`src/rtl/alu_op_issue_if.sv`:
```
// Handshake bundle between the register-read stage, the ALU issue stage and the execute stage.
interface alu_op_issue_if;
  logic        in_valid;
  logic        in_ready;
  logic [31:0] Instr;
  logic [31:0] PC;
  logic [31:0] RD1;
  logic [31:0] RD2;
  logic        out_valid;
  logic        out_ready;
  logic [31:0] SrcA;
  logic [31:0] SrcB;
  logic [2:0]  ALUControl;
  logic [4:0]  RdOut;
  logic        IllegalOp;

  modport slave (
    input  in_valid, Instr, PC, RD1, RD2, out_ready,
    output in_ready, out_valid, SrcA, SrcB, ALUControl, RdOut, IllegalOp
  );

  modport master (
    output in_valid, Instr, PC, RD1, RD2, out_ready,
    input  in_ready, out_valid, SrcA, SrcB, ALUControl, RdOut, IllegalOp
  );
endinterface

```
`src/rtl/alu_op_issue.sv`:
```
// ALU issue stage: decodes an RV32 instruction into ALU operands/control and
// presents it through a registered two-entry (main + skid) output buffer.
module alu_op_issue (
  input  logic          clk,
  input  logic          reset_n,
  input  logic          Flush,
  alu_op_issue_if.slave bus
);

  localparam logic [6:0] OP_R      = 7'b0110011;
  localparam logic [6:0] OP_IMM    = 7'b0010011;
  localparam logic [6:0] OP_LOAD   = 7'b0000011;
  localparam logic [6:0] OP_JALR   = 7'b1100111;
  localparam logic [6:0] OP_STORE  = 7'b0100011;
  localparam logic [6:0] OP_LUI    = 7'b0110111;
  localparam logic [6:0] OP_AUIPC  = 7'b0010111;
  localparam logic [6:0] OP_BRANCH = 7'b1100011;

  localparam logic [6:0] F7_BASE = 7'b0000000;
  localparam logic [6:0] F7_ALT  = 7'b0100000;

  typedef enum logic [2:0] {
    ALU_ADD = 3'b000,
    ALU_SUB = 3'b001,
    ALU_AND = 3'b010,
    ALU_OR  = 3'b011,
    ALU_SLL = 3'b100,
    ALU_SRL = 3'b101,
    ALU_SRA = 3'b110,
    ALU_XOR = 3'b111
  } alu_ctrl_e;

  typedef struct packed {
    logic [31:0] src_a;
    logic [31:0] src_b;
    alu_ctrl_e   ctrl;
    logic [4:0]  rd;
    logic        illegal;
  } issue_t;

  typedef enum logic [1:0] {
    BUF_EMPTY = 2'b00,
    BUF_MAIN  = 2'b01,
    BUF_FULL  = 2'b10
  } buf_state_e;

  logic [6:0]  opcode;
  logic [2:0]  funct3;
  logic [6:0]  funct7;
  logic [31:0] imm_i;
  logic [31:0] imm_s;
  logic [31:0] imm_u;
  logic [31:0] shamt;

  logic        legal;
  alu_ctrl_e   ctrl;
  logic [31:0] op_a;
  logic [31:0] op_b;
  issue_t      decoded;

  buf_state_e  state;
  buf_state_e  state_next;
  issue_t      main_q;
  issue_t      skid_q;
  logic        in_ready_q;
  logic        out_valid_q;
  logic        in_ready_next;
  logic        out_valid_next;
  logic        load_main;
  logic        load_skid;
  logic        promote;
  logic        push;
  logic        pop;

  assign opcode = bus.Instr[6:0];
  assign funct3 = bus.Instr[14:12];
  assign funct7 = bus.Instr[31:25];
  assign imm_i  = {{20{bus.Instr[31]}}, bus.Instr[31:20]};
  assign imm_s  = {{20{bus.Instr[31]}}, bus.Instr[31:25], bus.Instr[11:7]};
  assign imm_u  = {bus.Instr[31:12], 12'b0};
  assign shamt  = {27'b0, bus.Instr[24:20]};

  // Operand selection defaults to the I-type shape (RD1, I-imm); other formats override.
  always_comb begin
    legal = 1'b0;
    ctrl  = ALU_ADD;
    op_a  = bus.RD1;
    op_b  = imm_i;
    case (opcode)
      OP_R: begin
        op_b = bus.RD2;
        case (funct3)
          3'b000: begin
            legal = (funct7 == F7_BASE) || (funct7 == F7_ALT);
            ctrl  = (funct7 == F7_ALT) ? ALU_SUB : ALU_ADD;
          end
          3'b001: begin
            legal = (funct7 == F7_BASE);
            ctrl  = ALU_SLL;
          end
          3'b100: begin
            legal = (funct7 == F7_BASE);
            ctrl  = ALU_XOR;
          end
          3'b101: begin
            legal = (funct7 == F7_BASE) || (funct7 == F7_ALT);
            ctrl  = (funct7 == F7_ALT) ? ALU_SRA : ALU_SRL;
          end
          3'b110: begin
            legal = (funct7 == F7_BASE);
            ctrl  = ALU_OR;
          end
          3'b111: begin
            legal = (funct7 == F7_BASE);
            ctrl  = ALU_AND;
          end
          default: legal = 1'b0;
        endcase
      end
      OP_IMM: begin
        case (funct3)
          3'b000: begin
            legal = 1'b1;
            ctrl  = ALU_ADD;
          end
          3'b001: begin
            legal = (funct7 == F7_BASE);
            ctrl  = ALU_SLL;
            op_b  = shamt;
          end
          3'b100: begin
            legal = 1'b1;
            ctrl  = ALU_XOR;
          end
          3'b101: begin
            legal = (funct7 == F7_BASE) || (funct7 == F7_ALT);
            ctrl  = (funct7 == F7_ALT) ? ALU_SRA : ALU_SRL;
            op_b  = shamt;
          end
          3'b110: begin
            legal = 1'b1;
            ctrl  = ALU_OR;
          end
          3'b111: begin
            legal = 1'b1;
            ctrl  = ALU_AND;
          end
          default: legal = 1'b0;
        endcase
      end
      OP_LOAD, OP_JALR: legal = 1'b1;
      OP_STORE: begin
        legal = 1'b1;
        op_b  = imm_s;
      end
      OP_LUI: begin
        legal = 1'b1;
        op_a  = 32'b0;
        op_b  = imm_u;
      end
      OP_AUIPC: begin
        legal = 1'b1;
        op_a  = bus.PC;
        op_b  = imm_u;
      end
      OP_BRANCH: begin
        legal = (funct3 == 3'b000) || (funct3 == 3'b001);
        ctrl  = ALU_SUB;
        op_b  = bus.RD2;
      end
      default: legal = 1'b0;
    endcase
  end

  // Illegal instructions still travel down the pipe, but with zeroed operands.
  always_comb begin
    decoded    = '0;
    decoded.rd = bus.Instr[11:7];
    if (legal) begin
      decoded.src_a = op_a;
      decoded.src_b = op_b;
      decoded.ctrl  = ctrl;
    end else begin
      decoded.illegal = 1'b1;
    end
  end

  assign push = bus.in_valid && in_ready_q && !Flush;
  assign pop  = out_valid_q && bus.out_ready;

  always_ff @(posedge clk or negedge reset_n) begin
    if (!reset_n) begin
      state       <= BUF_EMPTY;
      in_ready_q  <= 1'b1;
      out_valid_q <= 1'b0;
    end else begin
      state       <= state_next;
      in_ready_q  <= in_ready_next;
      out_valid_q <= out_valid_next;
    end
  end

  // in_ready/out_valid are precomputed from the next occupancy so both leave as flops.
  always_comb begin
    state_next = state;
    load_main  = 1'b0;
    load_skid  = 1'b0;
    promote    = 1'b0;
    if (Flush) begin
      state_next = BUF_EMPTY;
    end else begin
      case (state)
        BUF_EMPTY: begin
          if (push) begin
            state_next = BUF_MAIN;
            load_main  = 1'b1;
          end
        end
        BUF_MAIN: begin
          if (push && pop) begin
            load_main = 1'b1;
          end else if (push) begin
            state_next = BUF_FULL;
            load_skid  = 1'b1;
          end else if (pop) begin
            state_next = BUF_EMPTY;
          end
        end
        BUF_FULL: begin
          if (pop) begin
            state_next = BUF_MAIN;
            promote    = 1'b1;
          end
        end
        default: state_next = BUF_EMPTY;
      endcase
    end
    in_ready_next  = (state_next != BUF_FULL);
    out_valid_next = (state_next != BUF_EMPTY);
  end

  always_ff @(posedge clk or negedge reset_n) begin
    if (!reset_n) begin
      main_q <= '0;
      skid_q <= '0;
    end else begin
      if (promote) begin
        main_q <= skid_q;
      end else if (load_main) begin
        main_q <= decoded;
      end
      if (load_skid) begin
        skid_q <= decoded;
      end
    end
  end

  assign bus.in_ready   = in_ready_q;
  assign bus.out_valid  = out_valid_q;
  assign bus.SrcA       = main_q.src_a;
  assign bus.SrcB       = main_q.src_b;
  assign bus.ALUControl = main_q.ctrl;
  assign bus.RdOut      = main_q.rd;
  assign bus.IllegalOp  = main_q.illegal;

endmodule

```
`src/flat_wrapper.sv`:
```
// flat-port wrapper written by rule: the top's interface ports become plain ports
module alu_op_issue_flat 
  (clk, reset_n, Flush, bus_in_valid, bus_Instr, bus_PC, bus_RD1, bus_RD2, bus_out_ready, bus_in_ready, bus_out_valid, bus_SrcA, bus_SrcB, bus_ALUControl, bus_RdOut, bus_IllegalOp);
  alu_op_issue_if bus_i ();
  input  logic clk;
  input  logic reset_n;
  input  logic Flush;
  input wire logic [$bits(bus_i.in_valid)-1:0] bus_in_valid;
  input wire logic [$bits(bus_i.Instr)-1:0] bus_Instr;
  input wire logic [$bits(bus_i.PC)-1:0] bus_PC;
  input wire logic [$bits(bus_i.RD1)-1:0] bus_RD1;
  input wire logic [$bits(bus_i.RD2)-1:0] bus_RD2;
  input wire logic [$bits(bus_i.out_ready)-1:0] bus_out_ready;
  output wire logic [$bits(bus_i.in_ready)-1:0] bus_in_ready;
  output wire logic [$bits(bus_i.out_valid)-1:0] bus_out_valid;
  output wire logic [$bits(bus_i.SrcA)-1:0] bus_SrcA;
  output wire logic [$bits(bus_i.SrcB)-1:0] bus_SrcB;
  output wire logic [$bits(bus_i.ALUControl)-1:0] bus_ALUControl;
  output wire logic [$bits(bus_i.RdOut)-1:0] bus_RdOut;
  output wire logic [$bits(bus_i.IllegalOp)-1:0] bus_IllegalOp;
  assign bus_i.in_valid = bus_in_valid;
  assign bus_i.Instr = bus_Instr;
  assign bus_i.PC = bus_PC;
  assign bus_i.RD1 = bus_RD1;
  assign bus_i.RD2 = bus_RD2;
  assign bus_i.out_ready = bus_out_ready;
  assign bus_in_ready = bus_i.in_ready;
  assign bus_out_valid = bus_i.out_valid;
  assign bus_SrcA = bus_i.SrcA;
  assign bus_SrcB = bus_i.SrcB;
  assign bus_ALUControl = bus_i.ALUControl;
  assign bus_RdOut = bus_i.RdOut;
  assign bus_IllegalOp = bus_i.IllegalOp;
  alu_op_issue u_core (.clk(clk), .reset_n(reset_n), .Flush(Flush), .bus(bus_i));
endmodule
```
`config.mk`:
```
export PLATFORM = sky130hd
export DESIGN_NAME = alu_op_issue_flat
export DESIGN_NICKNAME = d
export VERILOG_FILES = /design/src/rtl/alu_op_issue_if.sv /design/src/rtl/alu_op_issue.sv /design/src/flat_wrapper.sv
export SDC_FILE = /design/constraint.sdc
export NUM_CORES = 1
export LEC_CHECK = 0
export CAP_MARGIN = 20
export CORE_ASPECT_RATIO = 0.8
export CORE_MARGIN = 2
export CORE_UTILIZATION = 44
export DETAILED_ROUTE_END_ITERATION = 12
export PLACE_DENSITY = 0.74
export SLEW_MARGIN = 20
export SYNTH_ARGS = -nofsm -noshare
export SYNTH_HDL_FRONTEND = slang
export SYNTH_SLANG_ARGS = --single-unit
```
`constraint.sdc`:
```
create_clock -name clk -period 1.7 [get_ports clk]
set_input_delay 0.425 -clock clk [delete_from_list [all_inputs] [get_ports clk]]
set_output_delay 0.425 -clock clk [all_outputs]
set_load 0.01 [all_outputs]
```
==> After elaboration in Yosys (flattened, before gate mapping) <==
Index checks and enable logic that the tools add are counted.
{ "totals": {"register_bits": 150, "input_bits": 133, "output_inout_bits": 75} }
{ "classes": {"n_eq_ne": 17, "muxes": 32, "n_reduce_logical": 19} }
{ "ops": {"columns": ["op", "count"], "rows": [
  ["$mux W73", 2],
  ["$pmux W32 S4", 1],
  ["$mux W67", 1],
  ["$pmux W32 S2", 1],
  ["$mux W32", 1],
  ["$eq A7 B6 Y1 const B", 4],
  ["$pmux W3 S6", 1],
  ["$pmux W3 S5", 1],
  ["$eq A7 B5 Y1 const B", 2],
  ["$eq A7 B7 Y1 const B", 2],
  ["$mux W2", 7],
  ["$eq A3 B3 Y1 const B", 4],
  ["$mux W1", 11],
  ["$pmux W3 S3", 1],
  ["$reduce_or A2 Y1", 4],
  ["$reduce_or A4 Y1", 2],
  ["$eq A7 B2 Y1 const B", 1],
  ["$logic_not A7 Y1", 1],
  ["$pmux W2 S3", 1],
  ["$reduce_or A5 Y1", 1],
  ["$logic_and A1 B1 Y1", 4],
  ["$pmux W1 S2", 2],
  ["$pmux W1 S4", 1],
  ["$reduce_bool A2 Y1", 2],
  ["other kinds (9)", 10]
]} }

==> Longest topological paths before layout <==
{ "depth": {"ltp_word": 8, "depth_mapped": 8} }

==> Least setup slack after synthesis <==
OpenSTA, ideal clock, no wires.
{ "synth_path": {"kind": "input port to flip-flop", "from": "in bus_Instr[13]", "to": "reg u_core.main_q (netlist bit u_core.bus.SrcB[30])", "arrival_ps": 1819, "slack_ps": -243, "cell_stages": 7, "path_cell_list": "buf_4 > and2b_1 > a21boi_1 > o22ai_2 > a211oi_4 > buf_6 > o31ai_2"} }
{ "synth_between": {"elab_chain_len": 7} }
{ "synth_rtl": {"columns": ["element", "line", "text"], "rows": [
  ["start: declaration", "flat_wrapper.sv:9", "input wire logic [$bits(bus_i.Instr)-1:0] bus_Instr;"],
  ["$eq A3 B3 Y1, or another cell as far along", "alu_op_issue.sv:92, alu_op_issue.sv:121", null],
  ["$reduce_or A4 Y1 (no source line) / $reduce_or A2 Y1 (equally long branches)", null, null],
  ["$pmux W1 S3, or another cell as far along", "alu_op_issue.sv:121", "case (funct3)"],
  ["$pmux W1 S4 / $pmux W32 S4 (equally long branches)", "alu_op_issue.sv:89", "case (opcode)"],
  ["$mux W67 (*)", "alu_op_issue.sv:179", "if (legal) begin"],
  ["$mux W73 (*)", "alu_op_issue.sv:249", "end else if (load_main) begin"],
  ["$mux W73 (*)", "alu_op_issue.sv:247", "if (promote) begin"],
  ["end signal: assignment", "alu_op_issue.sv:248", "main_q <= skid_q;"],
  ["end signal: assignment", "alu_op_issue.sv:250", "main_q <= decoded;"],
  ["end: declaration", "alu_op_issue.sv:63", "issue_t main_q;"]
]} }
Every way passes the cells marked *; elsewhere a longest branch is shown, timed or not. The select of a mux whose other input is x is not followed.
A chain may end at the register's enable or synchronous reset.

==> Final worst setup path <==
{ "layout_path": {"from": "in bus_Instr[12]", "to": "reg u_core.main_q (netlist bit u_core.bus.SrcB[12])"} }
The elaborated chain is that of the path after synthesis.

==> results.cfg <==
[grt]
busiest_layer = met2
track_usage_pct = 29.2
grt_pass1_wl_um = 42900
grt_pass1_vias = 7933
antenna_found_initial = 1
overflow = 0
gr-usage-met2_pct = 45.9
grt_max_degree = 63
grt_use_met3_pct = 7.22
grtUsageMet1_pct = 39.5

[synthesis]
yosys-top-cells-count = dfrtp_1 (149), nand2_1 (101), a21oi_1 (85), nor3b_1 (81), o31ai_1 (55)
synth-compound-area-share_pct = 27.8
synth_xor_xnor_area_share_pct = 0
ys.flop_type = dfrtp_1
syn_nets = 917
synthDistinctLibCells = 61
synth.cell_area_um2 = 7800
synth_top_cell_by_area = dfrtp_1
synthMuxAreaShare_pct = 2.41
yosysMostFrequentCell = dfrtp_1
syn_inst = 784
synth_top_family_by_area = compound AO/OA/AOI/OAI gates
synth.yosys.seq_area_share_pct = 48.1
synth-simple-area-share_pct = 16.1
synthArstFlopShare_pct = 100
synth.area.top_cells = dfrtp_1 (48%), nor3b_1 (7.8%), a21oi_1 (5.5%), o31ai_1 (5.3%), nand2_1 (4.9%)
synth_adder_area_share_pct = 0
yosys.area.top_type_share_pct = 47.8
avgSynthCellArea_um2 = 9.95
synth-seq-cells = 150
synth_edf_count = 0
yosys_warnings = 0

[power]
p_switching_mw = 2.76
power.internal_mw = 7.21
clkPwrFrac_pct = 37.9
pwr-share-comb_pct = 21.8
p_leak_nw = 5.67
p_per_area_nw_per_um2 = 774
ir_worst_vdd_mv = 0.800
pwr-share-seq_pct = 40.4
netSwitchingFraction_pct = 27.6

[timing]
maxSlewHeadroom_pct = 61.3
min_period_ns = 1.90
period_share_pct = 112
max_freq_ghz = 0.527
rsz0062_at_grt = yes
setup_violations = 135
fin_skew_ns = 0.00878
drv_slew = 0
setup_tns_ns = -14.34
hold_viol_final = 0
tightest_slew_ns = 0.575
layout_setup_ws_ns = -0.198

[clock_tree]
tritoncts.num_buffers = 17
cts.path.max_buffers = 2
clock-sinks = 150
cts.clk_slew.worst_paths_ns = 0.06
cts-root-buf = clkbuf_16
htree_levels = 4
cts_tree = done
worst_skew_pair.late_latency_ns = 0.42

[min_path]
hp-start = Flush
hp-class = input port to register

[setup_path]
crit_type = input port to register
critPathArrivalTime_ns = 2.20
crit_slowest_cell = a211oi_4
startpoint_type = input port
regToRegStartpoint = u_core.bus.in_ready$_DFF_PN1_
endpoint_kind = register
path_cells = dlygate4sd2_1, nor2b_1, o21a_1, o22ai_4, buf_4, a211oi_4, bufbuf_16, o31ai_2
critPathMaxFanout = 6
critPathMaxStageDelay_ns = 0.33
cp_data_required_time_ns = 2.00
critPathLaunch = bus_Instr[12]

[outcome]
status = complete, but fails checks
violations = setup timing

[route]
drc = 0
ant_nets = 0
drt-initial-drc-count = 653
drt_first_pass_iters = 8
vias = 8065
wirelength_um = 28900
drt-wirelength-per-cell_um = 22.0
vias_per_cell = 6.15

[job]
maxCapViolCount = 0

[layout]
fill_cells = 1174
instances_no_fill = 1312
syn2layout_area_growth_pct = 65.1
final_util_pct = 74.3
fin_nets = 1206
layout-drive-gt1-share_pct = 36.3

[placed_design]
port_buffers = 207
place_inst = 1235
hpwl_um = 16400
place_congestion = 0.898
post-place-ws_ns = -0.893

[floorplan]
io_pins = 208
num_rows = 43
fp.coreArea_um2 = 17300
fp.dieW_um = 153
die_y_um = 123
design.die.area_um2 = 18800
initial_core_util_pct = 45.0
## metal layers
metal	up-vias	wire, µm	share of wire (%)
met5	-	0	0
met4	0	814	2.8
met3	69	2660	9.2
met2	461	13400	46
met1	3999	12000	42
li1	3536	-	-
## flip-flops by register name (all words and copies together), names as in the netlist
register	cells
u_core.bus.ALUControl	3
u_core.bus.IllegalOp	1
u_core.bus.RdOut	5
u_core.bus.SrcA	32
u_core.bus.SrcB	32
u_core.bus.in_ready	1
u_core.bus.out_valid	1
u_core.skid_q	73
u_core.state	2
## cells in the final DEF (no fill, tap or decap), types with 3 or more instances in the layout
cell type        count
dfrtp_1            149
clkdlybuf4s50_1    112
nand2_1             98
dlygate4sd2_1       83
nor3b_1             79
buf_4               78
o21ai_2             64
a21oi_1             47
o31ai_2             39
a21oi_2             35
buf_12              24
clkbuf_16           23
o31ai_1             22
a221oi_1            21
o21ai_1             17
a221oi_2            17
buf_6               17
o21ai_0             14
mux2i_1             12
a22oi_1              9
buf_8                7
bufbuf_16            6
buf_2                6
mux2_2               5
buf_16               5
nor2_1               4
a21oi_4              4
o31ai_4              4
o21ai_4              4
clkbuf_1             4
clkinv_2             4
inv_1                3
nand3b_1             3
a21boi_4             3
a22oi_2              3
clkbuf_8             3
## worst max-delay path: cells and delay by family
| kind | cells | cell delay (ns) |
|---|---|---|
| AO/OA/AOI/OAI | 4 | 0.72 |
| buffers and inverters | 3 | 0.78 |
| AND/OR/NAND/NOR | 1 | 0.26 |
## power by group through the flow
stage / Sequential [mW] / Clock, mW / Combinational [mW]
2_1_floorplan: 4.10 / 0 / 0.726
3_3_place_gp: 4.05 / 0 / 1.77
3_5_place_dp: 4.06 / 0 / 1.80
4_1_cts: 4.00 / 3.78 / 1.98
5_1_grt: 4.05 / 3.97 / 2.30
6_report: 4.02 / 3.77 / 2.17
## path summary, 6_finish.rpt
kind / slack (ns) / end / cells after the start
max: -0.20 / u_core.bus.SrcB[12]$_DFFE_PN0P_ / 8
min: 0.44 / u_core.state[0]$_DFF_PN0_ / 3
max reg2reg: -0.16 / u_core.bus.SrcB[12]$_DFFE_PN0P_ / 9
min reg2reg: 0.47 / u_core.skid_q[59]$_DFFE_PN0P_ / 2
max in group asynchronous: 0.56 / u_core.bus.in_ready$_DFF_PN1_ / 3
min in group asynchronous: 0.49 / u_core.skid_q[24]$_DFFE_PN0P_ / 2
## logic make-up after synthesis
logic type | after synthesis
compound gates | 318
simple gates | 217
flops | 150
buf+inv | 81
mux | 18
## cell type report
type                    count  area, µm²  area share, %
multi-input cells         553       4480           34.8
repair buffers            347       3760           29.2
flip-flops and latches    150       3750           29.2
clock buffers              24        482           3.74
well taps                 225        282           2.19
clock inverters             8       96.3          0.748
inverters                   4       15.0          0.117
diodes                      1       2.50         0.0194
## timing repair
action                     4_1_cts  5_1_grt
gates cloned                    14        6
setup buffers                   19        6
setup endpoints to repair      216      145
hold endpoints to repair        37        0
hold buffers                     1        0
resized for setup              297       90
pin swaps                       42       27
## through the flow
| stage | hold WS, ns | total power, mW | instance area (µm²) |
|---|---|---|---|
| global placement | 0.374 | 5.83 | 10700 |
| floorplan | 0.129 | 4.82 | 7950 |
| detailed placement | 0.374 | 5.86 | 10700 |
| global route | 0.441 | 10.3 | 12900 |
| CTS | 0.412 | 9.76 | 12300 |
| finish | 0.445 | 9.97 | 12900 |
No activity file was read; power rests on OpenSTA's default activity.
